===== config.mk =====
export PLATFORM = sky130hd
export DESIGN_NAME = key_event_queue_flat
export DESIGN_NICKNAME = d
export VERILOG_FILES = /design/src/rtl/key_event_pkg.sv /design/src/rtl/key_event_queue_if.sv /design/src/rtl/key_event_fifo.sv /design/src/rtl/key_event_queue.sv /design/src/flat_wrapper.sv
export SDC_FILE = /design/constraint.sdc
export NUM_CORES = 1
export LEC_CHECK = 0
export BUFFER_PORTS_ARGS = -buffer_cell sky130_fd_sc_hd__buf_4
export CAP_MARGIN = 20
export CELL_PAD_IN_SITES_DETAIL_PLACEMENT = 0
export CELL_PAD_IN_SITES_GLOBAL_PLACEMENT = 1
export CORE_MARGIN = 2
export CORE_UTILIZATION = 48
export CTS_CLUSTER_SIZE = 25
export DETAILED_ROUTE_END_ITERATION = 6
export PLACE_DENSITY = 0.87
export SLEW_MARGIN = 20
export SYNTH_ARGS = -nofsm -noshare
export SYNTH_HDL_FRONTEND = slang
export SYNTH_SLANG_ARGS = --single-unit

===== constraint.sdc =====
create_clock -name clk -period 5 [get_ports clk]
set_clock_uncertainty 0.2 [all_clocks]
set_input_delay 0 -clock clk [delete_from_list [all_inputs] [get_ports clk]]
set_output_delay 0 -clock clk [all_outputs]
set_load 0.03 [all_outputs]

===== src/rtl/key_event_pkg.sv =====
// rtl/key_event_pkg.sv - shared constants and priority encoder for the key event queue
//
// Contents:
//   MAX_KEYS, KEY_IDX_W  widest supported key set and its index width
//   KEY_CONFIRM..KEY_DOWN  key index assignments of the front panel
//   lowest_set_t / lowest_set  lowest-index-first priority encoder
package key_event_pkg;

    localparam int MAX_KEYS  = 8;
    localparam int KEY_IDX_W = 3;

    localparam logic [KEY_IDX_W-1:0] KEY_CONFIRM = 3'd0;
    localparam logic [KEY_IDX_W-1:0] KEY_BACK    = 3'd1;
    localparam logic [KEY_IDX_W-1:0] KEY_UP      = 3'd2;
    localparam logic [KEY_IDX_W-1:0] KEY_DOWN    = 3'd3;

    typedef struct packed {
        logic                 found;
        logic [KEY_IDX_W-1:0] idx;
    } lowest_set_t;

    // Scan from the top down so the last hit, the lowest set bit, wins.
    function automatic lowest_set_t lowest_set(input logic [MAX_KEYS-1:0] vec);
        lowest_set_t r;
        r.found = 1'b0;
        r.idx   = '0;
        for (int i = MAX_KEYS - 1; i >= 0; i--) begin
            if (vec[i]) begin
                r.found = 1'b1;
                r.idx   = KEY_IDX_W'(i);
            end
        end
        return r;
    endfunction

endpackage


===== src/rtl/key_event_queue_if.sv =====
// rtl/key_event_queue_if.sv - key pulse / event stream bundle for key_event_queue
//
// Signals:
//   key_pulse     one-cycle press pulses, one bit per key
//   ev_valid      queue head is valid
//   ev_ready      consumer takes the head this cycle
//   ev_code       key index at the queue head
//   ev_count      queue occupancy
//   overflow      sticky dropped-press flag
//   overflow_clr  clears overflow (only with KEY_EVENT_QUEUE_OVF_CLR_EN)
// Modports: master = debouncers plus consumer side, slave = the queue.
interface key_event_queue_if #(
    parameter int NUM_KEYS = 4,
    parameter int DEPTH    = 4
) ();
    logic [NUM_KEYS-1:0]         key_pulse;
    logic                        ev_valid;
    logic                        ev_ready;
    logic [$clog2(NUM_KEYS)-1:0] ev_code;
    logic [$clog2(DEPTH):0]      ev_count;
    logic                        overflow;
`ifdef KEY_EVENT_QUEUE_OVF_CLR_EN
    logic                        overflow_clr;
`endif

    modport master (
`ifdef KEY_EVENT_QUEUE_OVF_CLR_EN
        output overflow_clr,
`endif
        output key_pulse,
        output ev_ready,
        input  ev_valid,
        input  ev_code,
        input  ev_count,
        input  overflow
    );

    modport slave (
`ifdef KEY_EVENT_QUEUE_OVF_CLR_EN
        input  overflow_clr,
`endif
        input  key_pulse,
        input  ev_ready,
        output ev_valid,
        output ev_code,
        output ev_count,
        output overflow
    );
endinterface


===== src/rtl/key_event_fifo.sv =====
// rtl/key_event_fifo.sv - small synchronous FIFO with occupancy count
//
// Ports:
//   clk, reset   clock, asynchronous active-high reset
//   push_i       write data_i at the tail (ignored when full without a pop)
//   data_i       entry to write
//   pop_i        advance the head (ignored when empty)
//   head_o       registered entry at the head
//   count_o      occupancy, 0..DEPTH
//   full_o       count_o == DEPTH
//   empty_o      count_o == 0
// DEPTH must be a power of two so the pointers wrap naturally.
module key_event_fifo #(
    parameter int DEPTH = 4,
    parameter int WIDTH = 2
) (
    input  logic                     clk,
    input  logic                     reset,
    input  logic                     push_i,
    input  logic [WIDTH-1:0]         data_i,
    input  logic                     pop_i,
    output logic [WIDTH-1:0]         head_o,
    output logic [$clog2(DEPTH):0]   count_o,
    output logic                     full_o,
    output logic                     empty_o
);
    localparam int PTR_W = $clog2(DEPTH);
    localparam int CNT_W = PTR_W + 1;
    localparam logic [CNT_W-1:0] DEPTH_C = CNT_W'(DEPTH);

    logic [WIDTH-1:0] mem_q [DEPTH];
    logic [PTR_W-1:0] wr_ptr_q, wr_ptr_d;
    logic [PTR_W-1:0] rd_ptr_q, rd_ptr_d;
    logic [CNT_W-1:0] count_q, count_d;
    logic             do_push, do_pop;

    assign full_o  = (count_q == DEPTH_C);
    assign empty_o = (count_q == '0);
    assign head_o  = mem_q[rd_ptr_q];
    assign count_o = count_q;

    // A push into a full FIFO is legal only when the head leaves in the same cycle.
    assign do_pop  = pop_i && !empty_o;
    assign do_push = push_i && (!full_o || do_pop);

    always_comb begin
        wr_ptr_d = wr_ptr_q;
        rd_ptr_d = rd_ptr_q;
        count_d  = count_q;
        if (do_push) wr_ptr_d = wr_ptr_q + PTR_W'(1);
        if (do_pop)  rd_ptr_d = rd_ptr_q + PTR_W'(1);
        if (do_push && !do_pop)      count_d = count_q + CNT_W'(1);
        else if (do_pop && !do_push) count_d = count_q - CNT_W'(1);
    end

    always_ff @(posedge clk or posedge reset) begin
        if (reset) begin
            wr_ptr_q <= '0;
            rd_ptr_q <= '0;
            count_q  <= '0;
            for (int i = 0; i < DEPTH; i++) mem_q[i] <= '0;
        end else begin
            wr_ptr_q <= wr_ptr_d;
            rd_ptr_q <= rd_ptr_d;
            count_q  <= count_d;
            if (do_push) mem_q[wr_ptr_q] <= data_i;
        end
    end

endmodule


===== src/rtl/key_event_queue.sv =====
// rtl/key_event_queue.sv - per-key pending latches, lowest-index arbiter and event FIFO
//
// Ports:
//   clk    system clock
//   reset  asynchronous active-high reset
//   bus    key_event_queue_if.slave: key_pulse in, ev_valid/ev_ready/ev_code
//          event stream out, ev_count occupancy, overflow sticky flag
// Optional: KEY_EVENT_QUEUE_OVF_CLR_EN adds overflow_clr to clear overflow.
module key_event_queue
    import key_event_pkg::*;
#(
    parameter int NUM_KEYS = 4,
    parameter int DEPTH    = 4
) (
    input  logic               clk,
    input  logic               reset,
    key_event_queue_if.slave   bus
);
    localparam int CODE_W = $clog2(NUM_KEYS);
    localparam int CNT_W  = $clog2(DEPTH) + 1;

    logic [NUM_KEYS-1:0] pending_q, pending_d;
    logic                overflow_q, overflow_d;
    logic [NUM_KEYS-1:0] pushed_mask;
    logic [NUM_KEYS-1:0] drop_vec;
    lowest_set_t         sel;
    logic                push, pop;
    logic                fifo_full, fifo_empty;
    logic [CODE_W-1:0]   head_code;
    logic [CNT_W-1:0]    fifo_count;

    // Arbitration looks only at registered pending bits; a pulse arriving
    // this cycle becomes pushable on the next one.
    assign sel  = lowest_set(MAX_KEYS'(pending_q));
    assign pop  = !fifo_empty && bus.ev_ready;
    assign push = sel.found && (!fifo_full || pop);

    always_comb begin
        pushed_mask = '0;
        for (int i = 0; i < NUM_KEYS; i++) begin
            pushed_mask[i] = push && (sel.idx == KEY_IDX_W'(i));
        end
        // A second press on a key that is still waiting has nowhere to go.
        drop_vec  = bus.key_pulse & pending_q & ~pushed_mask;
        pending_d = (pending_q & ~pushed_mask) | bus.key_pulse;
`ifdef KEY_EVENT_QUEUE_OVF_CLR_EN
        overflow_d = (|drop_vec) || (overflow_q && !bus.overflow_clr);
`else
        overflow_d = (|drop_vec) || overflow_q;
`endif
    end

    always_ff @(posedge clk or posedge reset) begin
        if (reset) begin
            pending_q  <= '0;
            overflow_q <= 1'b0;
        end else begin
            pending_q  <= pending_d;
            overflow_q <= overflow_d;
        end
    end

    key_event_fifo #(
        .DEPTH (DEPTH),
        .WIDTH (CODE_W)
    ) u_fifo (
        .clk     (clk),
        .reset   (reset),
        .push_i  (push),
        .data_i  (sel.idx[CODE_W-1:0]),
        .pop_i   (pop),
        .head_o  (head_code),
        .count_o (fifo_count),
        .full_o  (fifo_full),
        .empty_o (fifo_empty)
    );

    assign bus.ev_valid = !fifo_empty;
    assign bus.ev_code  = head_code;
    assign bus.ev_count = fifo_count;
    assign bus.overflow = overflow_q;

endmodule


===== src/flat_wrapper.sv =====
// flat-port wrapper written by rule: the top's interface ports become plain ports
module key_event_queue_flat import key_event_pkg::*;
#(
    parameter int NUM_KEYS = 4,
    parameter int DEPTH    = 4
)
  (clk, reset, bus_key_pulse, bus_ev_ready, bus_ev_valid, bus_ev_code, bus_ev_count, bus_overflow);
  key_event_queue_if #(.NUM_KEYS(NUM_KEYS), .DEPTH(DEPTH)) bus_i ();
  input  logic clk;
  input  logic reset;
  input wire logic [$bits(bus_i.key_pulse)-1:0] bus_key_pulse;
  input wire logic [$bits(bus_i.ev_ready)-1:0] bus_ev_ready;
  output wire logic [$bits(bus_i.ev_valid)-1:0] bus_ev_valid;
  output wire logic [$bits(bus_i.ev_code)-1:0] bus_ev_code;
  output wire logic [$bits(bus_i.ev_count)-1:0] bus_ev_count;
  output wire logic [$bits(bus_i.overflow)-1:0] bus_overflow;
  assign bus_i.key_pulse = bus_key_pulse;
  assign bus_i.ev_ready = bus_ev_ready;
  assign bus_ev_valid = bus_i.ev_valid;
  assign bus_ev_code = bus_i.ev_code;
  assign bus_ev_count = bus_i.ev_count;
  assign bus_overflow = bus_i.overflow;
  key_event_queue #(.NUM_KEYS(NUM_KEYS), .DEPTH(DEPTH)) u_core (.clk(clk), .reset(reset), .bus(bus_i));
endmodule

# Word-level counts from Yosys, hierarchy flattened
# Index checks and enable logic that the tools add are counted.
[op_classes]
add_sub_neg = 4
n_lt_le_gt_ge = 3
eq_ne = 4
muxes = 12
bitwise_logic = 7
n_reduce_logical = 22
[op_table]
columns = ["op", "count"]
rows = [
  ["2-to-1 mux 4 bit", 4],
  ["bitwise AND 4 bit", 3],
  ["logical AND 1 bit", 11],
  ["bitwise mux 8 bit", 1],
  ["== test 3 x 2 -> 1 bit (second input constant)", 2],
  ["greater-or-equal comparator 3 bit (second input constant)", 2],
  ["zero test 3 bit", 2],
  ["2-to-1 mux 2 bit", 3],
  ["2-to-1 mux 3 bit", 2],
  ["inverter 2 -> 3 bit", 2],
  ["adder 2 x 1 -> 2 bit (second input constant)", 2],
  ["binary-select mux 2 bit (select 2 bit)", 1],
  ["demux 2 bit (select 2 bit)", 1],
  ["zero test 1 bit", 4],
  ["inverter 4 bit", 1],
  ["bitwise OR 4 bit", 1],
  ["OR reduction 4 bit", 1],
  ["adder 3 x 1 -> 3 bit (second input constant)", 1],
  ["== test 3 x 1 -> 1 bit (second input constant)", 1],
  ["== test 3 bit (second input constant)", 1],
  ["logical OR 1 bit", 3],
  ["< comparator 3 x 1 -> 1 bit (second input constant)", 1],
  ["subtractor 3 x 1 -> 3 bit (second input constant)", 1],
  ["nonzero test 2 bit", 1],
]
[word_totals]
ff_bits = 20
input_bits = 7
out_inout_bits = 7

# Logic depth before layout (Yosys ltp)
# Gate-level depths: netlist of run 1.
[depth]
ltp_word = 10
mapped_depth = 10

# Modules after synthesis
# Synthesis of run 1 repeated with hierarchy kept, for this count alone.
[hier_totals]
cells_unflattened = 88
hier_area_um2 = 1054.8
[by_module_without_submodules]
columns = ["module", "instances", "cells_per_inst", "area_per_inst_um2", "seq_area_each_um2"]
rows = [
  ["key_event_fifo", 1, 58, 773.2, 375.4],
  ["key_event_queue", 1, 30, 281.5, 125.1],
]

# Least setup slack after synthesis of run 1
# OpenSTA, ideal clock, no wires.
[synth_timing]
path_kind = "flip-flop to flip-flop"
from = "register u_core.u_fifo.count_q[0], in the netlist u_core.u_fifo.count_o[0]"
to = "register u_core.u_fifo.count_q[1], in the netlist u_core.u_fifo.count_o[1]"
setup_ns = 0.125
arrival_ns = 2.324
setup_slack_ns = 2.351
path_stages_with_launch = 8
n_path_buf = 1
period_less_slack_ns = 2.649
path_cell_list = "dfrtp_1 or4b_1 buf_2 and2_4 ha_1 inv_1 fa_1 mux2_2"
[synth_lines]
columns = ["element", "line_no", "rtl"]
rows = [
  ["from (decl)", "key_event_fifo.sv:34", "logic [CNT_W-1:0] count_q, count_d;"],
  ["from (signal assigned)", "key_event_fifo.sv:65", "count_q <= count_d;"],
  ["zero test 3 bit", "key_event_fifo.sv:38", "assign empty_o = (count_q == '0);"],
  ["zero test 1 bit", "key_event_fifo.sv:43, key_event_queue.sv:35", ""],
  ["logical AND 1 bit", "key_event_queue.sv:35", "assign pop = !fifo_empty && bus.ev_ready;"],
  ["logical OR 1 bit / logical AND 1 bit (equally long branches)", "key_event_queue.sv:36, key_event_fifo.sv:43", ""],
  ["logical AND 1 bit / logical OR 1 bit (equally long branches)", "key_event_queue.sv:36, key_event_fifo.sv:44", ""],
  ["logical AND 1 bit *", "key_event_fifo.sv:44", "assign do_push = push_i && (!full_o || do_pop);"],
  ["via u_core.u_fifo.do_push", "key_event_fifo.sv:35", "logic do_push, do_pop;"],
  ["logical AND 1 bit *", "key_event_fifo.sv:52", "if (do_push && !do_pop) count_d = count_q + CNT_W'(1);"],
  ["2-to-1 mux 3 bit *", "key_event_fifo.sv:52", ""],
  ["via u_core.u_fifo.count_d[1]", "key_event_fifo.sv:34", ""],
]
# The timed path passes the listed nets; every way through them passes the cells marked *. The select of a mux whose other input is x is not followed.
# A chain may end at the register's enable or synchronous reset.

# Final worst setup path of run 1
# Ends and elaborated chain as after synthesis.

==> qor.log, run 1 <==
qor: synth.yosysTopAreaCellShare 46.5%
qor: power_and_ir_drop.seqPwrFrac 39.6%
qor: grt.globalRouteOverflowTotal 0
qor: grt.pin_count_of_the_biggest_net_entering_global_routing 21
qor: power_and_ir_drop.power.static_leakage 0.589 nW
qor: layout.antenna_diode_count 0
qor: floorplanning.fp.coreArea 0.00217 mm²
qor: timing.setup_viol 0
qor: clock_tree.numClockSinks 20
qor: power_and_ir_drop.cellInternalPower 0.445 mW
qor: clock_tree.tritoncts_clock_tree done
qor: clock_tree.tritoncts.num_buffers 3
qor: detailed_routing.drc 0
qor: timing.final.setup.tns 0 ns
qor: floorplanning.initial_core_util 49.7%
qor: synth.synthDominantAreaCellType sky130_fd_sc_hd__dfrtp_1
qor: timing.period_minus_slack 2.69 ns
qor: power_and_ir_drop.cellPowerDensity 561 mW/mm²
qor: placement.placedInstanceArea 0.00118 mm²
qor: floorplanning.chipHeight 51.4 µm
qor: layout.layout.cells.most_common_list sky130_fd_sc_hd__dfrtp_1 (20), sky130_fd_sc_hd__buf_4 (13), sky130_fd_sc_hd__dlygate4sd3_1 (9)
qor: timing.timing_max_transition_violations_final 0
qor: power_and_ir_drop.ir_worst_vdd 0.409 mV
qor: power_and_ir_drop.post-layout-total-power 0.732 mW
qor: synth.postSynthCellCount 84
qor: layout.fin_util 60.1%
qor: worst_setup_path.cell_by_cell_trace_of_the_critical_path or4b_1 -> and2_4 -> ha_1 -> inv_1 -> fa_1 -> mux2_2
qor: power_and_ir_drop.netSwitchingFraction 39.2%
qor: floorplanning.fp.dieArea 0.00264 mm²
qor: timing.rsz_0062_raised_after_global_routing no
qor: timing.setup_ws 2.31 ns
qor: worst_setup_path.critPathLaunch u_core.u_fifo.count_o[0]
qor: clock_tree.htree_num_levels 1
qor: floorplanning.die_x 51.4 µm
qor: timing.layout_worst_path_cycle_share 53.8%
qor: grt.grt_pass1_vias 712
qor: synth.synth_async_sr_flop_share 100%
qor: clock_tree.root_buffer sky130_fd_sc_hd__clkbuf_4
qor: placement.place_hpwl 1290 µm
qor: synth.synth_cell_types 35
qor: worst_hold_path.worst_hold_path_type input pin to async pin
qor: placement.port_buffers 13
qor: worst_setup_path.reg2reg_from u_core.u_fifo.count_o[0]
qor: worst_setup_path.critical_path.slowest_cell sky130_fd_sc_hd__or4b_1
qor: placement.routabilityCongestion 0.789
qor: worst_setup_path.setup.worst_path.class register to register
qor: synth.post_synth.cell_area_avg 12.8 µm²
qor: synth.postSynthRegisterBits 20
qor: clock_tree.clk-insertion-delay-late 0.30 ns
qor: synth.yosysSeqAreaShare 46.5%
qor: worst_setup_path.critPathRequiredTime 5.00 ns
qor: detailed_routing.drtPass1Iterations 2
qor: layout.layout-drive-gt1-share 27.4%
qor: power_and_ir_drop.p_clk_share 13.0%
qor: detailed_routing.wirelength 1880 µm
qor: synth.synth.net_count 97
qor: detailed_routing.num_vias 698
qor: layout.mostFrequentLayoutCell sky130_fd_sc_hd__dfrtp_1
qor: floorplanning.num_io_pins 14
qor: synth.synth_flop_cell sky130_fd_sc_hd__dfrtp_1
qor: timing.relSlewSlack 50.2%
qor: worst_setup_path.critical_path_arrival 2.69 ns
qor: detailed_routing.route.antenna.remaining_nets 0
qor: grt.antenna_violations_before_repair 0
qor: synth.synth_enable_flop_cells 0
qor: timing.fmax 372 MHz
qor: worst_setup_path.critPathCaptureType register
qor: job.cap_viol_max_count 0
qor: placement.preCtsSetupSlack 2.33 ns
qor: power_and_ir_drop.combinationalPowerShare 47.4%
qor: timing.worst_pin_slew 0.747 ns
qor: worst_setup_path.timing.critical_path.fanout_max 6
qor: worst_setup_path.worst_path_largest_cell_delay 0.70 ns
qor: layout.area_delta_synth_final 21.1%
qor: floorplanning.rows 17
qor: synth.count_of_yosys_warnings_during_synthesis 0
qor: detailed_routing.drtIter0Drc 6
qor: clock_tree.path_clk_slew 0.11 ns
qor: detailed_routing.wl_per_cell 14.0 µm
qor: layout.layout.nets 120
qor: detailed_routing.avgViaCountPerCell 5.21
qor: power_and_ir_drop.switching_power_total 0.287 mW
qor: synth.synth_area_leaders sky130_fd_sc_hd__dfrtp_1 (46%), sky130_fd_sc_hd__mux2_1 (8.4%), sky130_fd_sc_hd__ha_1 (5.8%)
qor: synth.syn-cell-area 0.00108 mm²
qor: grt.first_pass_grt_wire_length 3150 µm
qor: layout.final_cell_area 0.00131 mm²
qor: worst_setup_path.worst_setup_sp_type register
qor: timing.hold_viol_final 0
qor: clock_tree.post_cts.resized_instances 0
qor: grt.grt_use_total 16.9%
qor: status.status complete, no violations
qor: clock_tree.cts.path.max_buffers 2
==> area by class of cell <==
cell class / count / area, µm²
Multi-Input combinational cell: 55 / 527
Clock buffer: 4 / 36.3
Sequential cell: 20 / 500
Fill cell: 192 / 865
Timing Repair Buffer: 22 / 188
Tap cell: 28 / 35.0
Inverter: 5 / 18.8
==> logic make-up after synthesis <==
family          synth area share (%)
flops                           46.5
compound gates                  8.25
simple gates                    13.8
buf+inv                         4.65
mux                             13.6
fa+ha+maj                       7.67
xor+xnor                        5.58
==> per-layer routing <==
| layer | GRT usage (%) | share of wire, % | vias to the layer above |
|---|---|---|---|
| li1 | - | - | 342 |
| met1 | 19.8 | 45 | 338 |
| met2 | 28.2 | 49 | 14 |
| met3 | 3.51 | 3.0 | 4 |
| met4 | 10.5 | 2.5 | 0 |
| met5 | 0 | 0 | - |
==> critical path: cells and delay by family (launching register included) <==
family,cells,cell delay (ns)
fa+ha+maj,2,0.63
buf+inv,1,0.07
flops,1,0.48
mux,1,0.28
simple gates,2,0.92
==> final timing paths <==
check	endpoint	slack [ns]	depth (start not counted)
min	u_core.bus.overflow	0.17	3
max reg2reg	u_core.u_fifo.count_o[1]	2.31	6
min reg2reg	u_core.u_fifo.mem_q[5]	0.30	1
max in group asynchronous	u_core.u_fifo.mem_q[2]	3.96	3
min in group clk	u_core.pending_q[3]	0.27	3
max	u_core.u_fifo.count_o[1]	2.31	6
==> power groups by stage <==
stage / registers [mW] / clock network [mW] / logic (mW)
2_1_floorplan: 0.299 / 0 / 0.244
3_3_place_gp: 0.288 / 0 / 0.334
3_5_place_dp: 0.294 / 0 / 0.343
4_1_cts: 0.290 / 0.0989 / 0.352
5_1_grt: 0.300 / 0.104 / 0.383
6_report: 0.290 / 0.0952 / 0.347
==> timing repair <==
| action | CTS | global route |
|---|---|---|
| endpoints found under the hold margin | 27 | 0 |
| setup buffers | 0 | 0 |
| hold buffers | 9 | 0 |
==> Yosys cell counts, types with 2 or more instances <==
master                     instances
sky130_fd_sc_hd__nand2b_1          4
sky130_fd_sc_hd__xor2_1            2
sky130_fd_sc_hd__nand3_2           4
sky130_fd_sc_hd__inv_1             5
sky130_fd_sc_hd__xnor2_1           3
sky130_fd_sc_hd__mux2_1            8
sky130_fd_sc_hd__nor2_1            2
sky130_fd_sc_hd__mux4_2            2
sky130_fd_sc_hd__dfrtp_1          20
sky130_fd_sc_hd__o211ai_1          2
sky130_fd_sc_hd__ha_1              5
sky130_fd_sc_hd__nand3_1           2
sky130_fd_sc_hd__a21o_1            2
sky130_fd_sc_hd__buf_6             2
==> state kept, by name (all words and copies together), names as in the netlist <==
signal,cells
u_core.bus.overflow,1
u_core.u_fifo.mem_q,8
u_core.pending_q,4
u_core.u_fifo.wr_ptr_q,2
u_core.u_fifo.count_o,3
u_core.u_fifo.rd_ptr_q,2
==> through the flow <==
step,hold slack [ns],cells
floorplan,-0.236,84
global placement,-0.0322,121
detailed placement,-0.0154,121
CTS,0.198,134
global route,0.230,134
finish,0.170,134
No activity file was read; power rests on OpenSTA's default activity.
==> run 2: changes to the inputs <==
--- a/config.mk
+++ b/config.mk
@@ -10,10 +10,10 @@
 export CELL_PAD_IN_SITES_DETAIL_PLACEMENT = 0
 export CELL_PAD_IN_SITES_GLOBAL_PLACEMENT = 1
 export CORE_MARGIN = 2
-export CORE_UTILIZATION = 48
+export CORE_UTILIZATION = 45
 export CTS_CLUSTER_SIZE = 25
 export DETAILED_ROUTE_END_ITERATION = 6
-export PLACE_DENSITY = 0.87
+export PLACE_DENSITY = 0.83
 export SLEW_MARGIN = 20
 export SYNTH_ARGS = -nofsm -noshare
 export SYNTH_HDL_FRONTEND = slang
==> constraint.sdc (replaced) <==
create_clock -name clk -period 2.52 [get_ports clk]
set_clock_uncertainty 0.2 [all_clocks]
set_input_delay 0 -clock clk [delete_from_list [all_inputs] [get_ports clk]]
set_output_delay 0 -clock clk [all_outputs]
set_load 0.03 [all_outputs]
==> run 2 against run 1 <==
Global-route usage increased by 0.072 points. Clock power increased by 65%. Via count up 6.7%. Final cell count grew 3.0%. Utilization is 0.15 points lower. Cell area is 2.7% higher. Wire length is 2.6% higher. First-iteration DRC count fell by 17%. Sequential power increased by 97%. Clock-buffer cell count did not move. Maximum frequency increased by 13%. Total power increased by 97%. Largest cell class unchanged.
==> qor.log, run 2 (same netlist as run 1, synthesis figures left out) <==
qor: detailed_routing.wirelength 1930 µm
qor: placement.placedInstanceArea 0.00122 mm²
qor: floorplanning.initial_core_util 48.2%
qor: power_and_ir_drop.power.static_leakage 0.600 nW
qor: clock_tree.path_clk_slew 0.11 ns
qor: layout.mostFrequentLayoutCell sky130_fd_sc_hd__dfrtp_1
qor: power_and_ir_drop.post-layout-total-power 1.45 mW
qor: grt.first_pass_grt_wire_length 3330 µm
qor: detailed_routing.drc 0
qor: detailed_routing.num_vias 745
qor: layout.layout.cells.most_common_list sky130_fd_sc_hd__dfrtp_1 (18), sky130_fd_sc_hd__buf_4 (17), sky130_fd_sc_hd__dlygate4sd3_1 (9)
qor: detailed_routing.route.antenna.remaining_nets 0
qor: detailed_routing.wl_per_cell 13.9 µm
qor: grt.grt_pass1_vias 720
qor: floorplanning.fp.coreArea 0.00223 mm²
qor: clock_tree.tritoncts_clock_tree done
qor: clock_tree.clk-insertion-delay-late 0.30 ns
qor: clock_tree.post_cts.resized_instances 0
qor: timing.fin_worst_hold_slack 0.206 ns
qor: layout.final_cell_area 0.00134 mm²
qor: clock_tree.htree_num_levels 1
qor: floorplanning.chipHeight 52.9 µm
qor: timing.layout_worst_path_cycle_share 94.8%
qor: timing.period_minus_slack 2.39 ns
qor: clock_tree.root_buffer sky130_fd_sc_hd__clkbuf_4
qor: layout.antenna_diode_count 0
qor: worst_setup_path.critPathRequiredTime 2.51 ns
qor: floorplanning.die_x 52.9 µm
qor: layout.fin_util 60.0%
qor: detailed_routing.avgViaCountPerCell 5.40
qor: timing.fmax 419 MHz
qor: worst_setup_path.critPathCaptureType register
qor: timing.final.setup.tns 0 ns
qor: floorplanning.num_io_pins 14
qor: detailed_routing.drtPass1Iterations 4
qor: layout.registers.top_by_ff_count u_core.u_fifo.mem_q
qor: grt.antenna_violations_before_repair 0
qor: worst_setup_path.critical_path_arrival 2.38 ns
qor: layout.layout-drive-gt1-share 31.8%
qor: clock_tree.cts.path.max_buffers 2
qor: job.cap_viol_max_count 0
qor: timing.setup_viol 0
qor: status.status complete, no violations
qor: floorplanning.rows 17
qor: timing.relSlewSlack 48.6%
qor: layout.layout.nets 124
qor: timing.worst_pin_slew 0.770 ns
qor: detailed_routing.drtIter0Drc 5
qor: worst_setup_path.setup.worst_path.class register to register
qor: floorplanning.fp.dieArea 0.00280 mm²
qor: clock_tree.numClockSinks 20
qor: timing.rsz_0062_raised_after_global_routing no
qor: layout.area_delta_synth_final 24.4%
qor: worst_setup_path.worst_setup_sp_type register
qor: placement.place_hpwl 1370 µm
qor: layout.largest_register_ff_count 8
qor: power_and_ir_drop.ir_worst_vdd 0.791 mV
qor: placement.routabilityCongestion 0.725
qor: clock_tree.tritoncts.num_buffers 3
qor: grt.globalRouteOverflowTotal 0
qor: grt.pin_count_of_the_biggest_net_entering_global_routing 21
qor: power_and_ir_drop.cellPowerDensity 1080 mW/mm²
qor: placement.port_buffers 13
qor: worst_setup_path.timing.critical_path.fanout_max 7
qor: grt.grt_use_total 17.0%
qor: timing.timing_max_transition_violations_final 0
qor: timing.hold_viol_final 0
qor: worst_hold_path.worst_hold_path_type input pin to async pin
-- run 2: power breakdown --
part / internal, mW / switching, mW
Clock: 0.0616 / 0.0957
Sequential: 0.453 / 0.119
Combinational: 0.363 / 0.353
-- run 2: final timing paths --
check	to	cells past startpoint	slack, ns	from
worst max-delay path	u_core.u_fifo.count_o[1]	6	0.13	u_core.pending_q[3]
worst min-delay path	u_core.u_fifo.rd_ptr_q[0]	3	0.21	reset
worst max register to register	u_core.u_fifo.count_o[1]	6	0.13	u_core.pending_q[3]
worst min register to register	u_core.u_fifo.mem_q[0]	1	0.30	u_core.u_fifo.mem_q[0]
max in group asynchronous	u_core.u_fifo.count_o[0]	3	1.39	reset
min in group clk	u_core.u_fifo.mem_q[0]	1	0.30	u_core.u_fifo.mem_q[0]
-- run 2: per-layer routing --
layer | part of all wire, % | track usage [%]
met2 | 52 | 27.9
met1 | 44 | 21.0
met5 | 0 | 0
met4 | 1.3 | 8.97
met3 | 2.6 | 3.39
-- run 2: critical path, stage by stage, from the launching register on --
cell                      delay [ns]
sky130_fd_sc_hd__dfrtp_1        0.46
sky130_fd_sc_hd__or4_4          0.54
sky130_fd_sc_hd__and2_4         0.20
sky130_fd_sc_hd__ha_4           0.16
sky130_fd_sc_hd__inv_1          0.06
sky130_fd_sc_hd__fa_1           0.40
sky130_fd_sc_hd__mux2_2         0.27
-- run 2: final cells by class --
cell class	instances	area (µm²)
clock buffer	4	26.3
fill	188	893
inverter	5	18.8
multi-input combinational	55	539
sequential	20	503
tap	28	35.0
timing repair buffer	26	218
-- run 2: through the flow --
step | instances | setup slack [ns]
after global routing | 138 | 0.0558
after CTS | 138 | 0.125
final | 138 | 0.131
after detailed placement | 125 | 0.143
after floorplan | 84 | 0.0198
after global placement | 125 | 0.170
-- run 2: repair_timing --
item | in CTS | in global routing
setup buffers | 0 | 0
hold buffers | 9 | 0
hold endpoints to repair | 30 | 0
